## config.mk

```make
export PLATFORM = sky130hd
export DESIGN_NAME = uart_rx_param
export DESIGN_NICKNAME = d
export VERILOG_FILES = /design/src/rtl/uart_pkg.sv /design/src/rtl/uart_rx_sync.sv /design/src/rtl/uart_rx_param.sv
export SDC_FILE = /design/constraint.sdc
export NUM_CORES = 1
export LEC_CHECK = 0
export BUFFER_PORTS_ARGS = -buffer_cell sky130_fd_sc_hd__buf_2
export CAP_MARGIN = 20
export CORE_MARGIN = 5
export CORE_UTILIZATION = 55
export CTS_BUF_LIST = sky130_fd_sc_hd__clkbuf_16
export DETAILED_ROUTE_END_ITERATION = 8
export PLACE_DENSITY = 0.75
export RECOVER_POWER = 50
export SETUP_SLACK_MARGIN = 0.02
export SLEW_MARGIN = 20
export SYNTH_ARGS = -nofsm -noshare
export SYNTH_HDL_FRONTEND = slang
export SYNTH_SLANG_ARGS = --single-unit
```

## constraint.sdc

```tcl
create_clock -name clk -period 2.7 [get_ports clk]
set_input_delay 0.135 -clock clk [delete_from_list [all_inputs] [get_ports clk]]
set_output_delay 0.135 -clock clk [all_outputs]
set_load 0.005 [all_outputs]
```

## src/rtl/uart_pkg.sv

```systemverilog
// Shared UART definitions: parity modes and receiver state encoding.
package uart_pkg;

  localparam int unsigned PARITY_NONE = 0;
  localparam int unsigned PARITY_ODD  = 1;
  localparam int unsigned PARITY_EVEN = 2;

  typedef enum logic [1:0] {
    NONE = 2'd0,
    ODD  = 2'd1,
    EVEN = 2'd2
  } parity_e;

  typedef enum logic [2:0] {
    ST_IDLE,
    ST_START,
    ST_DATA,
    ST_PARITY,
    ST_STOP,
    ST_WAIT_HIGH
  } rx_state_e;

endpackage

```

## src/rtl/uart_rx_sync.sv

```systemverilog
// Two-flop synchroniser on the serial pin plus a 3-sample majority filter.
module uart_rx_sync (
  input  logic clk,
  input  logic reset,
  input  logic rx,
  output logic rx_s,
  output logic rx_maj
);

  logic       sync1;
  logic [1:0] hist;

  // hist[0] is rx_s; rx_maj is registered so it covers rx_s and its two predecessors
  always_ff @(posedge clk) begin
    if (reset) begin
      sync1  <= 1'b1;
      hist   <= 2'b11;
      rx_maj <= 1'b1;
    end else begin
      sync1  <= rx;
      hist   <= {hist[0], sync1};
      rx_maj <= (sync1 & hist[0]) | (sync1 & hist[1]) | (hist[0] & hist[1]);
    end
  end

  assign rx_s = hist[0];

endmodule

```

## src/rtl/uart_rx_param.sv

```systemverilog
// Parametrised UART receiver: configurable framing, glitch rejection, break
// detection and a valid/ack output with sticky overrun.
module uart_rx_param
  import uart_pkg::*;
#(
  parameter int unsigned CLKS_PER_BIT = 10,
  parameter int unsigned DATA_BITS    = 8,
  parameter int unsigned PARITY       = PARITY_NONE,
  parameter int unsigned STOP_BITS    = 1
) (
  input  logic                 clk,
  input  logic                 reset,
  input  logic                 rx,
  output logic [DATA_BITS-1:0] rx_data,
  output logic                 rx_valid,
  input  logic                 rx_ack,
  output logic                 frame_error,
  output logic                 parity_error,
  output logic                 break_det,
  output logic                 overrun
);

  localparam int unsigned CW = $clog2(CLKS_PER_BIT);
  localparam int unsigned IW = $clog2(DATA_BITS);
  localparam logic [CW-1:0] CNT_LAST = CW'(CLKS_PER_BIT - 1);
  localparam logic [CW-1:0] CNT_MID  = CW'(CLKS_PER_BIT / 2);

  if (CLKS_PER_BIT < 4) begin : g_chk_cpb
    $error("uart_rx_param: CLKS_PER_BIT must be >= 4");
  end
  if (DATA_BITS < 5 || DATA_BITS > 9) begin : g_chk_db
    $error("uart_rx_param: DATA_BITS must be 5..9");
  end
  if (PARITY > PARITY_EVEN) begin : g_chk_par
    $error("uart_rx_param: PARITY must be 0, 1 or 2");
  end
  if (STOP_BITS < 1 || STOP_BITS > 2) begin : g_chk_sb
    $error("uart_rx_param: STOP_BITS must be 1 or 2");
  end

  logic rx_s, rx_maj;

  uart_rx_sync u_sync (
    .clk    (clk),
    .reset  (reset),
    .rx     (rx),
    .rx_s   (rx_s),
    .rx_maj (rx_maj)
  );

  rx_state_e            state, state_n;
  logic [CW-1:0]        cnt, cnt_n;
  logic [IW-1:0]        idx, idx_n;
  logic [DATA_BITS-1:0] shreg, shreg_n;
  logic                 pbit, pbit_n;
  logic                 ferr, ferr_n;
  logic                 zero, zero_n;
  logic [DATA_BITS-1:0] rx_data_n;
  logic                 rx_valid_n, fe_n, pe_n, brk_n, overrun_n;
  logic                 sample, done_fe, done_brk, done_pe;

  always_comb begin
    state_n    = state;
    cnt_n      = (cnt == CNT_LAST) ? '0 : cnt + CW'(1);
    idx_n      = idx;
    shreg_n    = shreg;
    pbit_n     = pbit;
    ferr_n     = ferr;
    zero_n     = zero;
    rx_data_n  = rx_data;
    rx_valid_n = rx_valid & ~rx_ack;
    fe_n       = frame_error;
    pe_n       = parity_error;
    brk_n      = break_det;
    overrun_n  = overrun & ~(rx_valid & rx_ack);
    sample     = (cnt == CNT_MID);
    done_fe    = ferr | ~rx_maj;
    // break looks only at the first stop bit
    done_brk   = (idx == '0) ? (zero & ~rx_maj) : zero;
    if (PARITY == PARITY_ODD)       done_pe = ~((^shreg) ^ pbit);
    else if (PARITY == PARITY_EVEN) done_pe = (^shreg) ^ pbit;
    else                            done_pe = 1'b0;

    case (state)
      ST_IDLE: begin
        // cnt is 0 on the first low cycle, so the start edge cycle counts as tick 0
        cnt_n = '0;
        if (!rx_s) begin
          state_n = ST_START;
          cnt_n   = CW'(1);
        end
      end
      ST_START: begin
        if (sample) begin
          if (rx_maj) begin
            state_n = ST_IDLE;
          end else begin
            state_n = ST_DATA;
            idx_n   = '0;
            ferr_n  = 1'b0;
            zero_n  = 1'b1;
          end
        end
      end
      ST_DATA: begin
        if (sample) begin
          shreg_n = {rx_maj, shreg[DATA_BITS-1:1]};
          zero_n  = zero & ~rx_maj;
          if (idx == IW'(DATA_BITS - 1)) begin
            idx_n   = '0;
            state_n = (PARITY != PARITY_NONE) ? ST_PARITY : ST_STOP;
          end else begin
            idx_n = idx + IW'(1);
          end
        end
      end
      ST_PARITY: begin
        if (sample) begin
          pbit_n  = rx_maj;
          zero_n  = zero & ~rx_maj;
          state_n = ST_STOP;
        end
      end
      ST_STOP: begin
        if (sample) begin
          ferr_n = done_fe;
          zero_n = done_brk;
          if (idx == IW'(STOP_BITS - 1)) begin
            state_n = rx_s ? ST_IDLE : ST_WAIT_HIGH;
            if (!rx_valid || rx_ack) begin
              rx_data_n  = shreg;
              fe_n       = done_fe;
              pe_n       = done_pe;
              brk_n      = done_brk;
              rx_valid_n = 1'b1;
            end else begin
              overrun_n = 1'b1;
            end
          end else begin
            idx_n = idx + IW'(1);
          end
        end
      end
      ST_WAIT_HIGH: begin
        if (rx_s) state_n = ST_IDLE;
      end
      default: state_n = ST_IDLE;
    endcase
  end

  always_ff @(posedge clk) begin
    if (reset) begin
      state        <= ST_IDLE;
      cnt          <= '0;
      idx          <= '0;
      shreg        <= '0;
      pbit         <= 1'b0;
      ferr         <= 1'b0;
      zero         <= 1'b0;
      rx_data      <= '0;
      rx_valid     <= 1'b0;
      frame_error  <= 1'b0;
      parity_error <= 1'b0;
      break_det    <= 1'b0;
      overrun      <= 1'b0;
    end else begin
      state        <= state_n;
      cnt          <= cnt_n;
      idx          <= idx_n;
      shreg        <= shreg_n;
      pbit         <= pbit_n;
      ferr         <= ferr_n;
      zero         <= zero_n;
      rx_data      <= rx_data_n;
      rx_valid     <= rx_valid_n;
      frame_error  <= fe_n;
      parity_error <= pe_n;
      break_det    <= brk_n;
      overrun      <= overrun_n;
    end
  end

endmodule

```

; ---- Yosys cells after proc, flatten, opt, wreduce, memory -nomap -nowiden
; Index checks and enable logic that the tools add are counted.
; W data, S select, Z words.
[totals]
register_bits = 36
inputBits = 4
elab_cells = 101
[classes]
addsub = 2
eq_ne = 19
n_mux = 39
bitwise_logic = 13
reduce_logical = 14
[ops]
columns = op, count
row1 = $mux W3, 15
row2 = $ne A2 B2 Y1 const B, 9
row3 = $pmux W3 S6, 1
row4 = $mux W1, 17
row5 = $eq A3 B3 Y1 const B, 3
row6 = $pmux W3 S3, 1
row7 = $mux W4, 2
row8 = $reduce_and A4 Y1, 2
row9 = $reduce_and A8 Y1, 1
row10 = $and A1 B1 Y1, 7
row11 = $eq A3 B2 Y1 const B, 2
row12 = $logic_not A3 Y1, 2
row13 = $reduce_and A6 Y1, 1
row14 = $reduce_bool A3 Y1, 2
row15 = $reduce_and A5 Y1, 1
row16 = $add A4 B1 Y4 const B, 1
row17 = $eq A4 B3 Y1 const B, 1
row18 = $eq A4 B4 Y1 const B, 1
row19 = $ne A2 B1 Y1 const B, 2
row20 = $add A3 B1 Y3 const B, 1
row21 = $eq A3 B1 Y1 const B, 1
row22 = $not A1 Y1, 3
row23 = $or A1 B1 Y1, 3
row24 = $pmux W1 S3, 1
row25 = 7 further kinds, 7

; ---- Logic depth before layout (Yosys ltp)
; Gate-level depths: netlist of the first run.
[logic_depth]
word_depth = 7
mapped_depth = 8
mapped_depth_nobuf = 6

; ---- By module
; Synthesis of the first run repeated with hierarchy kept, for this count alone.
[unflattened]
hier_cells = 163
area_unflattened_um2 = 1566.5
[modules_own_cells]
columns = mod, n_inst, cells_each, area_per_inst_um2, seq_area_each_um2
row1 = uart_rx_param, 1, 153, 1446.4, 640.6
row2 = uart_rx_sync, 1, 10, 120.1, 80.1

; ---- Worst setup path after synthesis of the first run
; OpenSTA, ideal clock, no wires.
[synth_timing]
path_kind = flip-flop to flip-flop
start = reg idx[0]
end = reg idx[0]
setup_time_ps = 70
arrival_time_ps = 1460
required_ps = 2630
path_slack_ps = 1170
stages_incl_launch_ff = 7
cell_sequence = dfxtp_1 > ha_1 > ha_1 > or3b_1 > a211oi_2 > and2_1 > o2bb2ai_1
[synth_between]
elab_chain_cells = 4
[synth_lines]
columns = item, line_no
row1 = start: declaration, uart_rx_param.sv:53  ; logic [IW-1:0] idx, idx_n;
row2 = start signal: assignment, uart_rx_param.sv:169  ; idx <= idx_n;
row3 = $add A3 B1 Y3 or $eq A3 B3 Y1 (tied branches), "uart_rx_param.sv:113, uart_rx_param.sv:140, uart_rx_param.sv:109"
row4 = "$mux W3, on equally long branches", "uart_rx_param.sv:128, uart_rx_param.sv:109"
row5 = "$mux W3, on equally long branches", "uart_rx_param.sv:125, uart_rx_param.sv:106"
row6 = $pmux W3 S3, uart_rx_param.sv:84  ; case (state)
; Several ways; a longest one is shown, not always the timed one. The select of a mux whose other input is x is not followed.
; A chain may end at the register's enable or synchronous reset.

; ---- Worst setup path in the final report of the first run
[layout_timing]
start = reg cnt[0]
end = reg frame_error
[layout_between]
elab_chain_cells = 2
[layout_lines]
columns = item, line_no
row1 = start: declaration, uart_rx_param.sv:52  ; logic [CW-1:0] cnt, cnt_n;
row2 = start signal: assignment, uart_rx_param.sv:168  ; cnt <= cnt_n;
row3 = $eq A4 B3 Y1, uart_rx_param.sv:76  ; sample = (cnt == CNT_MID);
row4 = $reduce_and A4 Y1 (no line), --
row5 = end signal: assignment, uart_rx_param.sv:176  ; frame_error <= fe_n;
row6 = end: declaration, uart_rx_param.sv:17  ; output logic frame_error,
; Every way passes these cells.

==> results.json, run 1 <==
{
  "status": "complete, no violations",
  "final_layout_size_suffix_gt1_frac": 0.124,
  "hold_viol": 0,
  "fin_setup_tns_ns": 0,
  "maxCapViolCount": 0,
  "crit_chain": "ha_1 -> and3b_1 -> nand4_1 -> buf_4 -> nor2b_1 -> nor3_1",
  "initial_utilization": 0.572,
  "pin_count": 17,
  "r2r_setup_slack_ns": 0.49,
  "period_share": 0.817,
  "setup_viol": 0,
  "end_kind": "flip-flop",
  "synth_warnings": 0,
  "crit_type": "flip-flop to flip-flop",
  "gp_congestion": 0.798,
  "yosysSeqAreaShare": 0.457,
  "avgSynthCellArea_sq_um": 9.11,
  "critPathRequiredTime_ns": 2.90,
  "crit_start": "cnt[0]",
  "io_buffers": 15,
  "cts_root_buf": "clkbuf_16",
  "dp_slack_ns": 0.557,
  "synth_cell_types": 46,
  "route.detailed.drc": 0,
  "antenna_found_initial": 0,
  "cts_buffers": 5,
  "r2r_cells": 6,
  "clk_pin_slew_ns": 0.06,
  "h-tree-depth": 2,
  "area_delta_synth_final_pct": 13.7,
  "cts_tree": "yes",
  "hold_ws_ns": 0.0499,
  "clock_skew_ns": 0.00656,
  "synth-async-reset-ratio": 0,
  "drtAntennaViolNets": 0,
  "nNetsFinal": 194,
  "reg2reg_from": "cnt[0]",
  "crit_slowest_cell": "and3b_1",
  "grt_pass1_vias": 1209,
  "crit_arrival_ns": 2.40,
  "clock.fmax_mhz": 453,
  "postCtsSetupRepairBufs": 0,
  "grt_usage": 0.176,
  "cts_hold_buf": 0,
  "synth_top_area_frac": 0.457,
  "yosysTopAreaCell": "dfxtp_1",
  "diodes": 0,
  "grt_start_max_net_pins": 37,
  "power_density_mw_per_mm2": 677,
  "drt_iter0_drc": 43,
  "core_area_sq_mm": 0.00276,
  "critPathMaxStageDelay_ns": 0.53,
  "cp.depth": 6,
  "worstReg2RegEnd": "frame_error",
  "crit_end": "frame_error",
  "cts_resized": 0,
  "clkLatencyLatePin_ns": 0.28,
  "avgRoutedWirePerCell_microns": 14.4,
  "numClockSinks": 36,
  "dr.pass1.iters": 4,
  "syn_inst": 173,
  "setup_ws_ns": 0.493,
  "vias_per_cell": 5.80,
  "final_max_slew_viol_count": 0,
  "worst_ir_drop_vdd_mv": 0.901,
  "cp-start-kind": "flip-flop",
  "dpl.hpwl_microns": 2090,
  "finalPower_mw": 1.21,
  "period_minus_slack_ns": 2.21,
  "synth-edff-count": 0,
  "grt_pass1_wl_microns": 5620,
  "wirelength_microns": 3120,
  "ys_seq_elements": 36,
  "critical_path_buf_inv_count": 1,
  "grt_overflow": 0,
  "p_leak_nw": 0.702,
  "rsz0062_at_grt": "false",
  "synth.area.top_cells": "dfxtp_1 46%, mux2i_1 6.3%, a21oi_1 4.4%",
  "nFillCells": 237,
  "clock_path_buffers": 2,
  "die-area_sq_mm": 0.00404,
  "die_w_microns": 63.5,
  "syn_nets": 182,
  "synth_ff_type": "dfxtp_1",
  "hold_class": "primary input to flip-flop",
  "relSlewSlack": 0.0615,
  "critPathMaxFanout": 15,
  "syn-cell-area_sq_mm": 0.00158,
  "path_delay_family": "simple AND/OR/NAND/NOR gates",
  "worst_pin_slew_ns": 1.41,
  "utilization": 0.650,
  "die_height_microns": 63.5,
  "num_vias": 1259,
  "rows": 19
}
cell type report:
cell class,count,area [sq um],share of cell area
inverter,4,15.0,0.00837
clock buffer,5,125,0.0698
multi-input combinational,121,772,0.431
sequential,36,721,0.402
timing repair buffer,17,78.8,0.0440
tap,31,38.8,0.0216
clock inverter,3,42.5,0.0237
through the flow:
step | instance area (sq um) | std cells
global placement | 1640 | 209
finish | 1790 | 217
CTS | 1800 | 217
floorplan | 1580 | 173
global route | 1790 | 217
detailed placement | 1640 | 209
registers in the layout (all words and copies together), names as in the netlist:
register / count
cnt: 4
state: 3
idx: 3
rx_data: 8
zero: 1
u_sync.hist: 2
overrun: 1
frame_error: 1
shreg: 8
u_sync.sync1: 1
rx_valid: 1
break_det: 1
u_sync.rx_maj: 1
ferr: 1
synth_stat cells, types with 3 or more instances:
cell type,instances
inv_1,4
ha_1,5
nor3_1,4
buf_2,3
dfxtp_1,36
nand2b_1,6
o21ai_0,3
nor2_1,17
nand3_1,12
nand2_1,13
clkbuf_1,4
buf_4,3
mux2i_1,10
or2_2,4
a21oi_1,14
how the worst min path moves through the flow:
stage,cells after the start,from,to
2_1_floorplan,1,rx_ack,overrun
3_3_place_gp,2,rx,u_sync.sync1
3_5_place_dp,2,rx_ack,overrun
4_1_cts,2,rx_ack,overrun
5_1_grt,2,rx,u_sync.sync1
6_report,2,rx_ack,overrun
where the power goes:
| part | switching, mW | internal (mW) | total [mW] |
|---|---|---|---|
| Sequential | 0.00579 | 0.535 | 0.541 |
| Clock | 0.218 | 0.433 | 0.651 |
| Combinational | 0.0134 | 0.00829 | 0.0217 |
cell usage in the layout (no fill, tap or decap), drive strengths merged, types with 2 or more instances in the layout:
| cell | count |
|---|---|
| nor2b | 2 |
| nor2 | 17 |
| inv | 4 |
| a211oi | 3 |
| or2 | 5 |
| nand2b | 6 |
| nand3 | 12 |
| dfxtp | 36 |
| buf | 8 |
| mux2i | 10 |
| ha | 5 |
| o21ai | 3 |
| nor3b | 3 |
| clkbuf | 14 |
| nor3 | 4 |
| o21bai | 2 |
| nand2 | 13 |
| a21oi | 14 |
cell families after synthesis:
family / Yosys count / synth area share
XOR/XNOR: 2 / 0.0111
multiplexers: 10 / 0.0635
adder cells (fa/ha/maj): 5 / 0.0397
buffers and inverters: 16 / 0.0532
other: 1 / 0.00238
AND/OR/NAND/NOR: 69 / 0.229
AO/OA/AOI/OAI: 34 / 0.144
flip-flops: 36 / 0.457
layer usage:
metal  GRT usage  share of wire
met4      0.0805          0.028
met2       0.265           0.47
met1       0.222           0.44
met3      0.0657          0.055
met5           0              0
No activity file was read; power rests on OpenSTA's default activity.
==> run 2: changes to the inputs <==
--- a/config.mk
+++ b/config.mk
@@ -5,13 +5,14 @@
 export SDC_FILE = /design/constraint.sdc
 export NUM_CORES = 1
 export LEC_CHECK = 0
+export ABC_AREA = 1
 export BUFFER_PORTS_ARGS = -buffer_cell sky130_fd_sc_hd__buf_2
 export CAP_MARGIN = 20
 export CORE_MARGIN = 5
-export CORE_UTILIZATION = 55
+export CORE_UTILIZATION = 51
 export CTS_BUF_LIST = sky130_fd_sc_hd__clkbuf_16
 export DETAILED_ROUTE_END_ITERATION = 8
-export PLACE_DENSITY = 0.75
+export PLACE_DENSITY = 0.73
 export RECOVER_POWER = 50
 export SETUP_SLACK_MARGIN = 0.02
 export SLEW_MARGIN = 20
==> constraint.sdc (replaced) <==
create_clock -name clk -period 1.91 [get_ports clk]
set_input_delay 0.0955 -clock clk [delete_from_list [all_inputs] [get_ports clk]]
set_output_delay 0.0955 -clock clk [all_outputs]
set_load 0.005 [all_outputs]
==> run 2 against run 1 <==
Compared with the run above: cell count increased by 30%; sequential share of layout area decreased by 2.0 points; clock power increased by 41%; fmax increased by 35%; largest power group unchanged; utilization decreased by 3.1 points.
==> results.json, run 2 <==
{
  "grt_start_max_net_pins": 19,
  "worst_ir_drop_vdd_mv": 0.829,
  "synth.area.top_cells": "dfxtp_1 44%, nor2_1 13%, nand2_1 7.1%",
  "syn_inst": 219,
  "crit_chain": "inv_1 -> nand2_1 -> nor2_2 -> nand2_1 -> nand2_2 -> nand2_2 -> nand2_1 -> nand2_1 -> nor2_1",
  "cts_tree": "yes",
  "drtAntennaViolNets": 0,
  "yosysTopAreaCell": "dfxtp_1",
  "die_w_microns": 66.5,
  "reg_top3": "rx_data: 8 flops, shreg: 8 flops, cnt: 4 flops",
  "die_height_microns": 66.5,
  "fin_setup_tns_ns": 0,
  "crit_slowest_cell": "dfxtp_1",
  "period_minus_slack_ns": 1.63,
  "gp_congestion": 0.912,
  "rows": 20,
  "layout_common_cells": "56 x nor2_1, 36 x dfxtp_1, 33 x nand2_1",
  "end_kind": "flip-flop",
  "setup_viol": 0,
  "dr.pass1.iters": 4,
  "finalNonFillerCells": 283,
  "grt_usage": 0.182,
  "cts_resized": 0,
  "worst_path_most_repeated_cell": "nand2_1",
  "grt_pass1_wl_microns": 5990,
  "vias_per_cell": 4.99,
  "wirelength_microns": 3420,
  "power_density_mw_per_mm2": 1180,
  "place_area_sq_mm": 0.00174,
  "nFillCells": 310,
  "syn-cell-area_sq_mm": 0.00163,
  "io_buffers": 15,
  "crit_arrival_ns": 1.80,
  "p_leak_nw": 0.876,
  "diodes": 0,
  "final_layout_size_suffix_gt1_frac": 0.109,
  "die-area_sq_mm": 0.00442,
  "clock_skew_ns": 0.00249,
  "clock.fmax_mhz": 614,
  "syn_nets": 228,
  "status": "complete, no violations",
  "synth_warnings": 0,
  "cp-start-kind": "flip-flop",
  "hold_viol": 0,
  "num_vias": 1411,
  "yosysSeqAreaShare": 0.442,
  "synth-async-reset-ratio": 0,
  "place_inst": 274,
  "crit_type": "flip-flop to flip-flop",
  "area_delta_synth_final_pct": 16.0,
  "layout_commonest_cell": "nor2_1",
  "grt_pass1_vias": 1380,
  "critPathRequiredTime_ns": 2.08,
  "clk_pin_slew_ns": 0.05,
  "synthTopCellsByCount": "56 x nor2_1, 36 x dfxtp_1, 31 x nand2_1, 18 x inv_1, 18 x o21ai_0",
  "drt_iter0_drc": 113,
  "synth_ff_type": "dfxtp_1",
  "nNetsFinal": 247,
  "ys_seq_elements": 36,
  "h-tree-depth": 2,
  "avgSynthCellArea_sq_um": 7.44,
  "numClockSinks": 36,
  "fin_area_sq_mm": 0.00189,
  "pin_count": 17,
  "route.detailed.drc": 0,
  "cts_root_buf": "clkbuf_16",
  "synth-edff-count": 0,
  "rsz0062_at_grt": "false",
  "hold_class": "primary input to flip-flop",
  "avgRoutedWirePerCell_microns": 12.1,
  "synth_most_common_cell": "nor2_1",
  "clock_path_buffers": 2,
  "finalPower_mw": 2.22,
  "synth_top_area_frac": 0.442,
  "final_max_slew_viol_count": 0,
  "antenna_found_initial": 0,
  "maxCapViolCount": 0,
  "clkLatencyLatePin_ns": 0.28,
  "grt_overflow": 0,
  "initial_utilization": 0.534,
  "dpl.hpwl_microns": 2440,
  "critPathMaxFanout": 9,
  "synth_cell_types": 29,
  "core_area_sq_mm": 0.00305,
  "critPathMaxStageDelay_ns": 0.50,
  "period_share": 0.853,
  "cts_buffers": 5
}
## run 2: cell types whose count changed in the layout (fill, tap and decap cells not counted), moves of 3 or more
cell      delta
mux2i_1     -10
nand3_1      -3
nand2_1     +20
nor2_4       +3
o21ai_1      +4
o21ai_0     +15
inv_1       +15
nand4_1      +3
nand2b_1     -6
nor3_1       -4
nor2_1      +39
a21oi_1      -6
## run 2: cell type report
cell class / instances / area (sq um) / share of cell area
Tap cell: 44 / 55.1 / 0.0291
Inverter: 21 / 78.8 / 0.0417
Multi-Input combinational cell: 157 / 788 / 0.417
Timing Repair Buffer: 17 / 78.8 / 0.0417
Sequential cell: 36 / 721 / 0.381
Clock buffer: 5 / 125 / 0.0662
Clock inverter: 3 / 42.5 / 0.0225
## run 2: stage by stage
step | worst slack, ns | hold WS [ns] | utilization
2_1_floorplan | 0.592 | 0.199 | -
3_5_place_dp | 0.327 | 0.282 | 0.568
6_report | 0.280 | 0.108 | 0.619
3_3_place_gp | 0.364 | 0.282 | 0.568
5_1_grt | 0.0731 | 0.133 | 0.619
4_1_cts | 0.316 | 0.110 | 0.627
## run 2: power by group
part | internal [mW] | switching, mW
combinational | 0.152 | 0.300
clock | 0.612 | 0.305
sequential | 0.794 | 0.0578
total | 1.56 | 0.664
## run 2: cell families (layout without fill, tap and decap cells)
kind of cell / count (synthesis) / count (layout) / share of synthesized area
AO/OA/AOI/OAI: 34 / 34 / 0.110
AND/OR/NAND/NOR: 115 / 115 / 0.329
adder cells (fa/ha/maj): 5 / 5 / 0.0384
XOR/XNOR: 2 / 2 / 0.0108
flip-flops: 36 / 36 / 0.442
other: 1 / 1 / 0.00230
buffers and inverters: 26 / 46 / 0.0676
## run 2: routing by layer
layer,GRT usage,share of wire,vias to the layer above
li1,-,-,731
met1,0.202,0.45,631
met2,0.295,0.48,36
met3,0.0691,0.047,13
met4,0.104,0.031,0
met5,0,0,-
## run 2: what timing repair did
action | 4_1_cts | 5_1_grt
hold buffers | 1 | 0
hold endpoints to repair | 1 | 0
setup buffers | 0 | 0
## run 2: path summary, 6_finish.rpt
| kind | startpoint | endpoint | slack [ns] | cells past startpoint |
|---|---|---|---|---|
| max | state[2] | idx[2] | 0.28 | 9 |
| min | reset | rx_valid | 0.11 | 2 |
| max reg2reg | state[2] | idx[2] | 0.28 | 9 |
| min reg2reg | u_sync.sync1 | u_sync.hist[0] | 0.43 | 1 |
## run 2: worst max-delay path: cells and delay by family, from the launching register on
kind / cells / cell delay, ns
AND/OR/NAND/NOR: 8 / 0.85
flip-flops: 1 / 0.50
buffers and inverters: 1 / 0.17
